`src/rtl/stream_demux.sv`:
```
// stream_demux: one-to-N stream demultiplexer with a one-entry register slice
// per output channel. A word is steered to channel in_sel, or to every
// channel at once when in_bcast is set. Each channel drains independently,
// so a stalled channel only blocks words that would have to land on it.
module stream_demux #(
  parameter int data_bits = 1,
  parameter int sel_bits  = 1
) (
  input  logic                                    clk,
  input  logic                                    rst_n,
  input  logic                                    in_valid,
  output logic                                    in_ready,
  input  logic [data_bits-1:0]                    in_data,
  input  logic [sel_bits-1:0]                     in_sel,
  input  logic                                    in_bcast,
  output logic [(2**sel_bits)-1:0]                out_valid,
  input  logic [(2**sel_bits)-1:0]                out_ready,
  output logic [(2**sel_bits)-1:0][data_bits-1:0] out_data,
  output logic                                    busy
);

  localparam int n_chan = 2**sel_bits;

  logic [n_chan-1:0] can_take;
  logic [n_chan-1:0] load;

  // A channel can accept a word if it is empty or is being drained this cycle
  always_comb begin
    can_take = '0;
    for (int i = 0; i < n_chan; i++) begin
      can_take[i] = !out_valid[i] || out_ready[i];
    end
  end

  // Broadcast needs every channel free so that no channel gets a partial copy
  always_comb begin
    in_ready = 1'b0;
    if (in_bcast) begin
      in_ready = &can_take;
    end else begin
      in_ready = can_take[in_sel];
    end
  end

  // Channels written by this cycle's input transfer
  always_comb begin
    load = '0;
    for (int i = 0; i < n_chan; i++) begin
      load[i] = in_valid && in_ready && (in_bcast || (in_sel == sel_bits'(i)));
    end
  end

  // Per-channel slice: a load wins over a drain so drain+refill stays full
  always_ff @(posedge clk or negedge rst_n) begin
    if (!rst_n) begin
      out_valid <= '0;
      out_data  <= '0;
    end else begin
      for (int i = 0; i < n_chan; i++) begin
        if (load[i]) begin
          out_valid[i] <= 1'b1;
          out_data[i]  <= in_data;
        end else if (out_ready[i]) begin
          out_valid[i] <= 1'b0;
        end
      end
    end
  end

  assign busy = |out_valid;

endmodule
```
`config.mk`:
```
export PLATFORM = sky130hd
export DESIGN_NAME = stream_demux
export DESIGN_NICKNAME = d
export VERILOG_FILES = /design/src/rtl/stream_demux.sv
export SDC_FILE = /design/constraint.sdc
export NUM_CORES = 1
export LEC_CHECK = 0
export BUFFER_PORTS_ARGS = -buffer_cell sky130_fd_sc_hd__buf_2
export CORE_AREA = 2 2 39 41
export DETAILED_ROUTE_END_ITERATION = 6
export DIE_AREA = 0 0 41 43
export GPL_TIMING_DRIVEN = 0
export HOLD_SLACK_MARGIN = 0.03
export PLACE_DENSITY_LB_ADDON = 0.3
export SETUP_SLACK_MARGIN = 0.02
export SLEW_MARGIN = 25
export SYNTH_ARGS = -nofsm -noshare
export SYNTH_HDL_FRONTEND = slang
export SYNTH_SLANG_ARGS = --single-unit
```
`constraint.sdc`:
```
create_clock -name clk -period 2.4 [get_ports clk]
set_clock_uncertainty 0.05 [all_clocks]
set_input_delay 0.12 -clock clk [delete_from_list [all_inputs] [get_ports clk]]
set_output_delay 0.12 -clock clk [all_outputs]
set_load 0.02 [all_outputs]
```
==> metrics <==
status=completed; Post-synth EDFFs=0; critical path required time=2.47 ns; hold crit path type=in2reg; post_cts resized=0; Clock Latency Late Sink=0.24 ns; worst hold stages=2; TNS Setup=0 ns; count of different cell masters after synthesis=15; ANT cells=0; critical path class=reg2reg; WP depth=3; initial drt markers=4; Critical Path Source Type=flip-flop; Final ANT Viol Nets=0; nets@finish=49; largest cells by area after synthesis=dfrtp_1 43%, mux2_4 6.4%, o2111ai_2 6.4%, nand2b_1 5.3%, nor2b_1 5.3%; crit-path cells=nor2b_1 > a211oi_1 > mux2_1; yosys warns=0; Reg2Reg Setup Slack=1.03 ns; largest family of logic cells by synthesized area=compound AO/OA/AOI/OAI gates; unrepaired setup endpoints after global routing=false; Synth Area in XOR/XNOR=0%; delay-heaviest family, CP=flip-flops; vias in the first global route=162; Post-CTS Setup Inserts=0; Die X=41 um; Synth Area in Simple Gates=22.9%; Routed wire per std cell=9.62 um; Area Overhead vs Synth=50.0%; worst reg2reg path depth=3; # rows=14; Initial Utilization=17.0%; Synth Area per Inst=10.7 um^2; share of layout cells above drive strength 1=56.4%; Slowest-stage cell, CP=dfrtp_1; Power Density=700 nW/um^2; Max Clock Freq=729 MHz; DRC=0; Critical path buffers and inverters=0; pin count of the biggest net entering global routing=7; Top FF cell, synth=dfrtp_1; 1st-pass router iterations=4; FF+latch count, synth=4; Avg Vias per Cell=4.16; final slew viol count=0; Final Total Pwr=0.247 mW; Reg2Reg Capture Point=out_data[1]; final hold viol count=0; CTS Sinks=4; Final min period=1.37 ns; GP Congestion=0.641; global-route wire length before repair=696 um; worst slew pin tran=0.271 ns; IO Port Bufs=13; remaining global-route overflow=0; Root Buffer=clkbuf_4; sequential area share after synthesis=42.6%; post-route setup slack=1.03 ns; Hold EP=out_data[1]; relative slew slack=81.8%; CTS tree=done; Post-synth ARST share=100%; max-cap viol count=0; mapped cell area=235 um^2; CORE AREA=1380 um^2; worst hold start=in_data; Final Cycle Share=57.1%; top cell type's share of synthesized area=42.6%; Adder-Cell Fraction of Synth Area=0%; maximum clock path buffer count=2; initial antenna violation count=0; Die Y-Extent=43 um; Post-Syn Nets=30; Worst VDD drop=280 uV; TritonCTS Buffers=3; via count=229; arrival time at the worst endpoint=1.44 ns; CP max stage delay=0.39 ns; DP Area=320 um^2; H-tree lvl count=1; Gate Count Post-Synth=22; Routed WL=529 um; Tot GR Track Use=6.67%; clock transition at the registers of the reported paths=0.04 ns; DP HPWL=395 um; LEAKAGE=0.166 nW; Worst Path Max Fanout=4; Die Footprint=1760 um^2; reg-to-reg startpoint=out_valid[0]; Synth Area in Compound Gates=23.4%; count of final setup violators=0; multiplexer share of the synthesized area=11.2%; post-route cell area=353 um^2; worst slack, placed=1.02 ns; crit end category=flip-flop; num ports=14; post-synth top area cell=dfrtp_1
[final cells by class]
type,count,area (um^2)
well taps,16,20.0
fillers,150,1030
repair buffers,14,75.1
clock buffers,3,22.5
flip-flops and latches,4,100
multi-input cells,18,135
[stage by stage]
step           cells  hold WS (ns)  utilization, %
6_report          55        0.0640            25.5
3_5_place_dp      51        -0.120            23.1
5_1_grt           55        0.0788            25.5
2_1_floorplan     22        -0.226               -
4_1_cts           55        0.0561            25.5
3_3_place_gp      51        -0.121            23.1
[registers in the layout, indices dropped and copies added, names as in the netlist]
| register | cells |
|---|---|
| out_data | 2 |
| out_valid | 2 |
[cell usage in the layout (no fill, tap or decap)]
| cell | Yosys | layout |
|---|---|---|
| clkbuf_4 | 0 | 3 |
| nor2b_1 | 2 | 2 |
| buf_2 | 0 | 13 |
| nand2_1 | 2 | 2 |
| o2111ai_2 | 1 | 1 |
| a211oi_1 | 1 | 1 |
| o21ai_1 | 1 | 1 |
| or2b_4 | 1 | 1 |
| mux2_4 | 1 | 1 |
| a21o_2 | 1 | 1 |
| a31o_2 | 1 | 1 |
| nand2b_1 | 2 | 2 |
| or2_2 | 1 | 1 |
| nor2_1 | 1 | 1 |
| dfrtp_1 | 4 | 4 |
| mux2_1 | 1 | 1 |
| o21ai_0 | 2 | 2 |
| dlygate4sd3_1 | 0 | 1 |
[how the worst max path moves through the flow]
stage / endpoint / from / slack [ns]
floorplan: out_data[1] / out_valid[0] / 1.03
global placement: out_data[1] / out_valid[0] / 1.06
detailed placement: out_data[1] / out_valid[0] / 1.02
CTS: out_data[1] / out_valid[0] / 1.01
global route: out_data[1] / out_valid[0] / 0.94
finish: out_data[1] / out_valid[0] / 1.03
[kinds of logic (layout without fill, tap and decap cells)]
| logic type | Yosys count | count (layout) |
|---|---|---|
| compound gates | 7 | 7 |
| mux | 2 | 2 |
| simple gates | 9 | 9 |
| flops | 4 | 4 |
| buf+inv | 0 | 17 |
[worst register-to-register path, cell delays in order, from the launching register on]
cell and delay [ns]:
dfrtp_1 0.39, nor2b_1 0.17, a211oi_1 0.30, mux2_1 0.35
[power breakdown]
part           switching [mW]  internal (mW)
combinational          0.0413         0.0338
clock                  0.0303         0.0561
sequential            0.00637         0.0788
total                  0.0780          0.169
[metal layers]
layer  up-vias  share of wire, %  global-route usage, %
met5         -                 0                      0
met4         0                 0                   6.00
met3         0                15                   4.71
met2        16                32                   5.94
met1       100                53                   9.51
li1        113                 -                      -
[cells in the mapped netlist, types with 2 or more instances]
cell      count
nand2_1       2
nand2b_1      2
o21ai_0       2
nor2b_1       2
dfrtp_1       4
[timing repair]
| item | CTS | global route |
|---|---|---|
| hold buffers | 1 | 0 |
| hold endpoints to repair | 4 | 0 |
| endpoints found under the setup margin | 0 | 0 |
Power figures use the tool's default switching activity.
